--- config.mk ---
export PLATFORM = sky130hd
export DESIGN_NAME = div_sequencer
export DESIGN_NICKNAME = d
export VERILOG_FILES = /design/src/rtl/div_pkg.sv /design/src/rtl/div_sequencer.sv
export SDC_FILE = /design/constraint.sdc
export NUM_CORES = 1
export LEC_CHECK = 0
export BUFFER_PORTS_ARGS = -buffer_cell sky130_fd_sc_hd__buf_2
export CAP_MARGIN = 20
export CORE_MARGIN = 2
export CORE_UTILIZATION = 50
export DETAILED_ROUTE_END_ITERATION = 6
export GPL_TIMING_DRIVEN = 0
export PLACE_DENSITY = 0.78
export SLEW_MARGIN = 20
export SYNTH_ARGS = -nofsm -noshare
export SYNTH_HDL_FRONTEND = slang
export SYNTH_SLANG_ARGS = --single-unit
export TNS_END_PERCENT = 100
--- constraint.sdc ---
create_clock -name clk -period 15 [get_ports clk]
set_clock_uncertainty 0.1 [all_clocks]
set_input_delay 0.75 -clock clk [delete_from_list [all_inputs] [get_ports clk]]
set_output_delay 0.75 -clock clk [all_outputs]
set_load 0.005 [all_outputs]
--- src/rtl/div_pkg.sv ---
// Shared definitions for the DIVU restoring-division sequencer.
package div_pkg;

  localparam int DIV_WIDTH = 32;

  typedef enum logic [1:0] {
    IDLE = 2'b00,
    RUN  = 2'b01,
    DONE = 2'b10
  } div_state_e;

endpackage

--- src/rtl/div_sequencer.sv ---
// Unsigned restoring-division controller; drives a shared external subtractor
// and returns quotient/remainder through a start/busy/done handshake.
module div_sequencer
  import div_pkg::*;
#(
  parameter int WIDTH = DIV_WIDTH,
  parameter int CNT_W = 5
) (
  input  logic             clk,
  input  logic             reset,
  input  logic             start,
  input  logic [WIDTH-1:0] dividend,
  input  logic [WIDTH-1:0] divisor,
  output logic             busy,
  output logic             done,
  output logic [WIDTH-1:0] quotient,
  output logic [WIDTH-1:0] remainder,
  output logic             div_by_zero,
  output logic [WIDTH-1:0] sub_a,
  output logic [WIDTH-1:0] sub_b,
  input  logic [WIDTH-1:0] sub_diff,
  input  logic             sub_c
);

  div_state_e       state_q, state_d;
  logic [CNT_W-1:0] cnt_q, cnt_d;
  logic [WIDTH-1:0] rem_q, rem_d;
  logic [WIDTH-1:0] quo_q, quo_d;
  logic [WIDTH-1:0] dvsr_q, dvsr_d;
  logic [WIDTH-1:0] quotient_q, quotient_d;
  logic [WIDTH-1:0] remainder_q, remainder_d;
  logic             dbz_q, dbz_d;

  logic [WIDTH-1:0] trial;
  logic             accept;

  always_ff @(posedge clk or posedge reset) begin
    if (reset) begin
      state_q     <= IDLE;
      cnt_q       <= '0;
      rem_q       <= '0;
      quo_q       <= '0;
      dvsr_q      <= '0;
      quotient_q  <= '0;
      remainder_q <= '0;
      dbz_q       <= 1'b0;
    end else begin
      state_q     <= state_d;
      cnt_q       <= cnt_d;
      rem_q       <= rem_d;
      quo_q       <= quo_d;
      dvsr_q      <= dvsr_d;
      quotient_q  <= quotient_d;
      remainder_q <= remainder_d;
      dbz_q       <= dbz_d;
    end
  end

  // rem_q[WIDTH-1] stands in for the bit shifted out of trial, so the trial
  // value exceeds any divisor whenever it is set.
  assign trial  = {rem_q[WIDTH-2:0], quo_q[WIDTH-1]};
  assign accept = rem_q[WIDTH-1] | sub_c;

  always_comb begin
    state_d     = state_q;
    cnt_d       = cnt_q;
    rem_d       = rem_q;
    quo_d       = quo_q;
    dvsr_d      = dvsr_q;
    quotient_d  = quotient_q;
    remainder_d = remainder_q;
    dbz_d       = dbz_q;
    sub_a       = '0;
    sub_b       = '0;

    case (state_q)
      IDLE: begin
        if (start) begin
          dvsr_d = divisor;
          dbz_d  = (divisor == '0);
          if (divisor == '0) begin
            quotient_d  = '1;
            remainder_d = dividend;
            state_d     = DONE;
          end else begin
            rem_d   = '0;
            quo_d   = dividend;
            cnt_d   = '0;
            state_d = RUN;
          end
        end
      end
      RUN: begin
        sub_a = trial;
        sub_b = dvsr_q;
        rem_d = accept ? sub_diff : trial;
        quo_d = {quo_q[WIDTH-2:0], accept};
        cnt_d = cnt_q + CNT_W'(1);
        if (cnt_q == CNT_W'(WIDTH - 1)) begin
          quotient_d  = quo_d;
          remainder_d = rem_d;
          state_d     = DONE;
        end
      end
      DONE: begin
        state_d = IDLE;
      end
      default: begin
        state_d = IDLE;
      end
    endcase
  end

  assign busy        = (state_q != IDLE);
  assign done        = (state_q == DONE);
  assign quotient    = quotient_q;
  assign remainder   = remainder_q;
  assign div_by_zero = dbz_q;

endmodule

Word level (Yosys, flattened, before mapping)
Index checks and enable logic that the tools add are counted.

cells by class
  mux-type cells = 24
  add/subtract/negate cells = 1
  reduce and logical (&&, ||, !) cells = 8
  order comparisons = 0
  multiply operators = 0
  eq/ne operators = 7
  shift-type cells = 0
  bitwise gates (word level) = 1
  divide/modulo/power cells = 0

operators with widths
  operator               number
  $mux W32               13
  $pmux W32 S2           4
  $logic_not A32 Y1      1
  $mux W5                2
  $pmux W5 S2            1
  $ne A2 B2 Y1 const B   4
  $mux W2                3
  $add A5 B1 Y5 const B  1
  $eq A5 B5 Y1 const B   1
  $pmux W2 S2            1
  $reduce_and A2 Y1      2
  $reduce_and A4 Y1      1
  $reduce_bool A2 Y1     2
  $reduce_and A3 Y1      1
  $eq A2 B1 Y1 const B   1
  $eq A2 B2 Y1 const B   1
  $logic_not A2 Y1       1
  $or A1 B1 Y1           1

word-level totals
  latch bits = 0
  memory bits (writable) = 0
  logic and storage cells = 49
  memories kept = 0
  register bits = 168
  ROM bits = 0

Logic depth before layout (Yosys ltp)
Gate-level depths: netlist (run 1).

  depth in word-level cells = 4
  mapped depth = 8

Least setup slack after synthesis (run 1)
OpenSTA, ideal clock, no wires.

  kind = input to register
  start point = input port divisor[19]
  end point = register remainder_q[11] (netlist: remainder[11])
  data arrival time = 2.283 ns
  setup slack = 12.493 ns
  cell stages on the path = 7
  path buffers = 2
  data required time = 14.775 ns
  cells stage by stage = nor4_1 -> nand4_1 -> or2_1 -> a211oi_2 -> buf_4 -> buf_6 -> mux2_2

between the ends
  cells in the longest elaborated chain, start to end = 3

RTL lines
  item                         RTL line             RTL
  start, declared              div_sequencer.sv:13  input logic [WIDTH-1:0] divisor,
  $logic_not A32 Y1            div_sequencer.sv:81  if (divisor == '0) begin
  $ne A2 B2 Y1 (no line)       --
  $reduce_and A4 Y1 (no line)  --
  end signal, assigned         div_sequencer.sv:54  remainder_q <= remainder_d;
  end, declared                div_sequencer.sv:31  logic [WIDTH-1:0] remainder_q, remainder_d;

No other way between the ends.
A chain may end at the register's enable or synchronous reset.

Worst setup path after layout (run 1)
  start point = register state_q[0]
  end point = output port sub_a[25]

between the ends
  cells in the longest elaborated chain, start to end = 2

RTL lines
  item                    RTL line             RTL
  start, declared         div_sequencer.sv:25  div_state_e state_q, state_d;
  start signal, assigned  div_sequencer.sv:48  state_q <= state_d;
  $eq A2 B1 Y1            div_sequencer.sv:76  case (state_q)
  $mux W32                div_sequencer.sv:76
  end, declared           div_sequencer.sv:19  output logic [WIDTH-1:0] sub_a,

No other way between the ends.

==> results.cfg, run 1 <==
[detailed_routing]
antenna_left = 0
wire_per_inst_um = 17.8
wl_um = 21300
drcViolationCount = 0
drtIter0Drc = 429
vias = 6539
viasPerCell = 5.48
firstDrtPassIters = 5

[yosys]
syn_inst = 745
synthTopCellsByArea = dfrtp_1 56%, nand2_1 9.7%, and2_1 5.4%
yosysTopAreaCell = dfrtp_1
ys_warn_count = 0
synth_cell_types = 32
synth_most_common_cell = nand2_1
synthDominantCellAreaShare = 0.559
synth-edff-count = 0
synthTopCellsByCount = 195 x nand2_1, 168 x dfrtp_1, 67 x o21ai_0
syn_nets = 847
yosysSeqAreaShare = 0.559
synthArstFlopShare = 1.00
synth_ff_type = dfrtp_1
netlist_area_mm2 = 0.00752
syn_area_per_cell_um2 = 10.1
ys_ff_latch = 168

[setup_path]
crit_chain = nor2b_1 -> clkbuf_1 -> clkbuf_1 -> and2_1 -> buf_2
crit_path_start_kind = register
cp_data_arrival_time_ns = 2.48
cp_num_buf_inv = 3
end_kind = output port
crit_slowest_cell = clkbuf_1
critPathKind = reg2out
required_ns = 14.15
crit_top_cell = clkbuf_1
path_delay_family = buffers and inverters
max_stage_delay_ns = 0.52
worst-path-max-fanout = 10

[global_routing]
grt_use_total = 0.267
first_global_vias = 6435
grt_antenna_before_repair = 2
grt_overflow = 0
grt_max_degree = 99
grt_pass1_wl_um = 33600

[timing]
whs_ns = 0.262
finalCritPeriodShare = 0.222
relSlewSlack = 0.440
hold_viol_final = 0
fmax_mhz = 300
slew_violations = 0
period_minus_slack_ns = 3.33
worst_slew_pin_slew_ns = 0.840
rsz0062_at_grt = no
setup-violations-final = 0
setup_tns_ns = 0

[cells_and_area]
drive_gt1_frac = 0.296
num-nets-final = 1097
area_growth_pct = 27.9
final_util = 0.660

[power]
ir_worst_vdd_uv = 99.2
powerDensity_mw_per_mm2 = 214
leakagePower_uw = 0.00481
total_power_uw = 2060

[clock_network]
clk-insertion-delay-late_ns = 0.42
h-tree-depth = 4
cts_buffers = 17
ctsHoldBuffers = 0
cts_root_buf = clkbuf_16
post_cts_buffers = 0
cts_tree = yes
cts_resized = 0
clk_pin_slew_ns = 0.06
cts_buffer_depth = 2
clock_sinks = 168

[die]
rows = 44
die_h_um = 127
initial_core_util = 0.516
die-area_mm2 = 0.0160
ios = 231
die_x_um = 127
core_area_mm2 = 0.0146

[status]
outcome = completed

[place]
io_buffers = 230
globalplace.congestion = 0.846
dp_hpwl_um = 15500

[min_path]
worstHoldPathType = in2async

[job]
cap_viol_max_count = 0
cells in the final DEF, fill, tap and decap left out, drive strengths merged, types with 2 or more instances in the layout:
master / n
a211oi: 2
a21o: 32
a21oi: 33
a22o: 2
and2: 65
buf: 251
bufinv: 6
clkbuf: 53
clkinv: 3
clkinvlp: 3
dfrtp: 168
diode: 2
ha: 2
inv: 2
mux2: 32
mux2i: 33
nand2: 195
nand4: 2
nor2: 8
nor2b: 2
nor4: 8
o21ai: 67
o22a: 31
path summary, 6_finish.rpt:
path / cells past startpoint / start / endpoint / slack (ns)
setup reg to reg: 7 / state_q[1] / quo_q[5] / 12.37
min in group clk: 2 / dvsr_q[21] / dvsr_q[21] / 0.37
hold reg to reg: 2 / dvsr_q[21] / dvsr_q[21] / 0.37
max in group asynchronous: 3 / reset / quo_q[26] / 13.71
hold / removal: 2 / reset / remainder[8] / 0.26
setup / recovery: 5 / state_q[0] / sub_a[25] / 11.67
stage by stage:
stage	std cells	worst slack, ns	instance area (um2)
floorplan	745	9.60	7520
global placement	1159	7.61	8900
detailed placement	1160	11.79	8940
CTS	1192	11.64	9620
global route	1194	11.51	9620
finish	1194	11.67	9620
where the power goes:
part	internal [uW]	switching, uW	leakage [uW]	total [uW]
Clock	321	179	0.000322	499
Combinational	346	456	0.00251	802
Sequential	634	120	0.00198	754
Total	1300	754	0.00481	2060
layer usage:
metal  vias to the layer above  wire, um  track usage
li1                       3029         -            -
met1                      3215      9340        0.369
met2                       264     10200        0.433
met3                        31      1250       0.0405
met4                         0       461       0.0911
met5                         -         0            0
area by class of cell:
| cell class | count | area (um2) |
|---|---|---|
| Clock inverter | 12 | 221 |
| Fill cell | 1192 | 4970 |
| Antenna cell | 2 | 5.00 |
| Sequential cell | 168 | 4200 |
| Clock buffer | 20 | 457 |
| Buffer | 53 | 243 |
| Tap cell | 184 | 230 |
| Timing Repair Buffer | 231 | 1180 |
| Inverter | 2 | 15.0 |
| Multi-Input combinational cell | 522 | 3070 |
cell families (layout without fill, tap and decap cells):
family | Yosys count | after routing | share of synthesized area
buf+inv | 55 | 318 | 0.0333
flops | 168 | 168 | 0.559
simple gates | 284 | 284 | 0.169
mux | 65 | 65 | 0.0918
compound gates | 171 | 171 | 0.144
other cells | 0 | 2 | 0
fa+ha+maj | 2 | 2 | 0.00333
state kept, by name, summed over array words and instances, names as in the netlist:
register	count
div_by_zero	1
state_q	2
quo_q	32
rem_q	32
remainder	32
dvsr_q	32
cnt_q	5
quotient	32
No activity file was read; power rests on OpenSTA's default activity.
==> run 2, diff against run 1 <==
Settings changed: ABC_AREA from default to 1, CORE_UTILIZATION 50 to 47, PLACE_DENSITY 0.78 to 0.76.
Clock period 15 ns to 2.9 ns, I/O delays scaled along.
==> results.cfg, run 2 <==
[status]
outcome = complete, but fails checks
violations = negative hold slack

[timing]
finalCritPeriodShare = 0.880
slew_violations = 0
worst_slew_pin_slew_ns = 0.623
relSlewSlack = 0.584
setup-violations-final = 0
setup_tns_ns = 0
fin_ws_ns = 0.349
period_minus_slack_ns = 2.55
fmax_mhz = 392
rsz0062_at_grt = no
hold_viol_final = 1
whs_ns = -0.00485

[yosys]
syn_inst = 1119
syn_area_per_cell_um2 = 7.29
netlist_area_mm2 = 0.00816
synth_most_common_cell = nand2_1
yosysTopAreaCell = dfrtp_1
synth_ff_type = dfrtp_1
synth_cell_types = 20
synth-edff-count = 0
synthTopCellsByArea = dfrtp_1 52%, nand2_1 22%, nand3_1 6.0%
yosysSeqAreaShare = 0.515
synthTopCellsByCount = 479 x nand2_1, 168 x dfrtp_1, 104 x inv_1
ys_ff_latch = 168
synthArstFlopShare = 1.00
synthDominantCellAreaShare = 0.515
syn_nets = 1221
ys_warn_count = 0

[die]
initial_core_util = 0.477
die_x_um = 136
ios = 231
rows = 48
die_h_um = 136
core_area_mm2 = 0.0171
die-area_mm2 = 0.0184

[power]
p_sw_uw = 5390
swShare = 0.435
ir_worst_vdd_uv = 718
leakagePower_uw = 0.00625
p_int_uw = 7000
pwr-share-seq = 0.327
powerDensity_mw_per_mm2 = 1120
pwr-share-clk = 0.185
p_comb_frac = 0.488

[setup_path]
worstRegToRegCells = 8
critPathLaunch = state_q[1]
r2r_setup_slack_ns = 0.83
critPathKind = reg2out
worst-path-max-fanout = 10
r2r_end = quotient[9]
required_ns = 2.65
crit_path_start_kind = register
cp_data_arrival_time_ns = 2.31
end_kind = output port
regToRegStartpoint = state_q[1]

[min_path]
hold_start = dividend[30]
min_path_cells = 5
worstHoldPathType = in2reg
min_to = remainder[30]

[cells_and_area]
final_cell_mix = 479 x nand2_1, 261 x buf_2, 168 x dfrtp_1, 103 x inv_1, 98 x nand3_1
num-nets-final = 1549
fin_cells = 1684
final_common_cell = nand2_1
area_growth_pct = 35.2
drive_gt1_frac = 0.218
n_antenna_cell = 0

[detailed_routing]
m1WireLength_um = 10700
drtIter0Drc = 696
wl_um = 25600
wire_per_inst_um = 15.2
route.met2.wl_um = 12200
firstDrtPassIters = 6
wl_met3_um = 1720
vias = 8564
antenna_left = 0
routed.top_layer = met4
drcViolationCount = 0
viasPerCell = 5.09

[place]
place_inst = 1579
dp_hpwl_um = 18200
dpl_worst_slack_ns = 0.794
globalplace.congestion = 0.905
io_buffers = 230

[clock_network]
cts_buffer_depth = 2
post_cts_buffers = 0
h-tree-depth = 4
clk_pin_slew_ns = 0.07
cts_tree = yes
clock_sinks = 168
cts_buffers = 17
cts_root_buf = clkbuf_16
clk-insertion-delay-late_ns = 0.43

[global_routing]
grt_max_degree = 32
grt_overflow = 0
grt_pass1_wl_um = 40600
grt_use_total = 0.283
first_global_vias = 8253
grt_antenna_before_repair = 0

[job]
cap_viol_max_count = 0
==> run 2: through the flow <==
step	utilization	power (uW)	hold slack, ns	area, um2
after floorplan	-	7740	0.166	8160
after global placement	0.561	9760	0.268	9600
after detailed placement	0.567	9940	0.154	9700
after CTS	0.645	12300	0.000227	11000
after global routing	0.645	13400	0.0258	11000
final	0.645	12400	-0.00485	11000
==> run 2: timing repair <==
item                                   4_1_cts  5_1_grt
hold buffers                                74        0
endpoints found under the hold margin      100        0
setup endpoints to repair                    0        0
gates resized for setup                      0        0
==> run 2: how the worst max path moves through the flow <==
| stage | endpoint | slack (ns) |
|---|---|---|
| 6_report | sub_a[30] | 0.35 |
| 5_1_grt | sub_a[30] | 0.26 |
| 4_1_cts | sub_a[30] | 0.35 |
| 3_5_place_dp | sub_a[30] | 0.79 |
| 3_3_place_gp | quotient[5] | -0.61 |
| 2_1_floorplan | cnt_q[0] | 0.51 |
==> run 2: cell type report <==
class	count	area [um2]
Fill cell	1511	6080
Sequential cell	168	4200
Multi-Input combinational cell	774	3190
Timing Repair Buffer	309	1990
Clock buffer	22	484
Inverter	109	413
Buffer	68	362
Tap cell	225	282
Clock inverter	9	114
==> run 2: critical path, stage by stage (launching register included) <==
cell	delay (ns)
dfrtp_1	0.37
inv_2	0.05
nand2_1	0.28
buf_2	0.29
buf_2	0.28
buf_2	0.33
nor2_1	0.14
buf_2	0.15
==> run 2: power by group through the flow <==
stage                     Sequential, uW  Clock, uW  Combinational [uW]
after global routing                4180       2420                6820
after CTS                           4040       2310                5990
final                               4060       2290                6050
after global placement              4030          0                5730
after floorplan                     4010          0                3720
after detailed placement            4070          0                5870
==> run 2: layer usage <==
metal  vias to the layer above  GRT usage
met3                        73     0.0464
met4                         0      0.128
met5                         -          0
met1                      4011      0.365
li1                       4088          -
met2                       392      0.471
==> run 2: cell families after synthesis <==
logic type               Yosys count  synth area share
AO/OA/AOI/OAI                    101            0.0621
adder cells (fa/ha/maj)            2           0.00307
buffers and inverters            177            0.0944
flip-flops                       168             0.515
AND/OR/NAND/NOR                  671             0.325
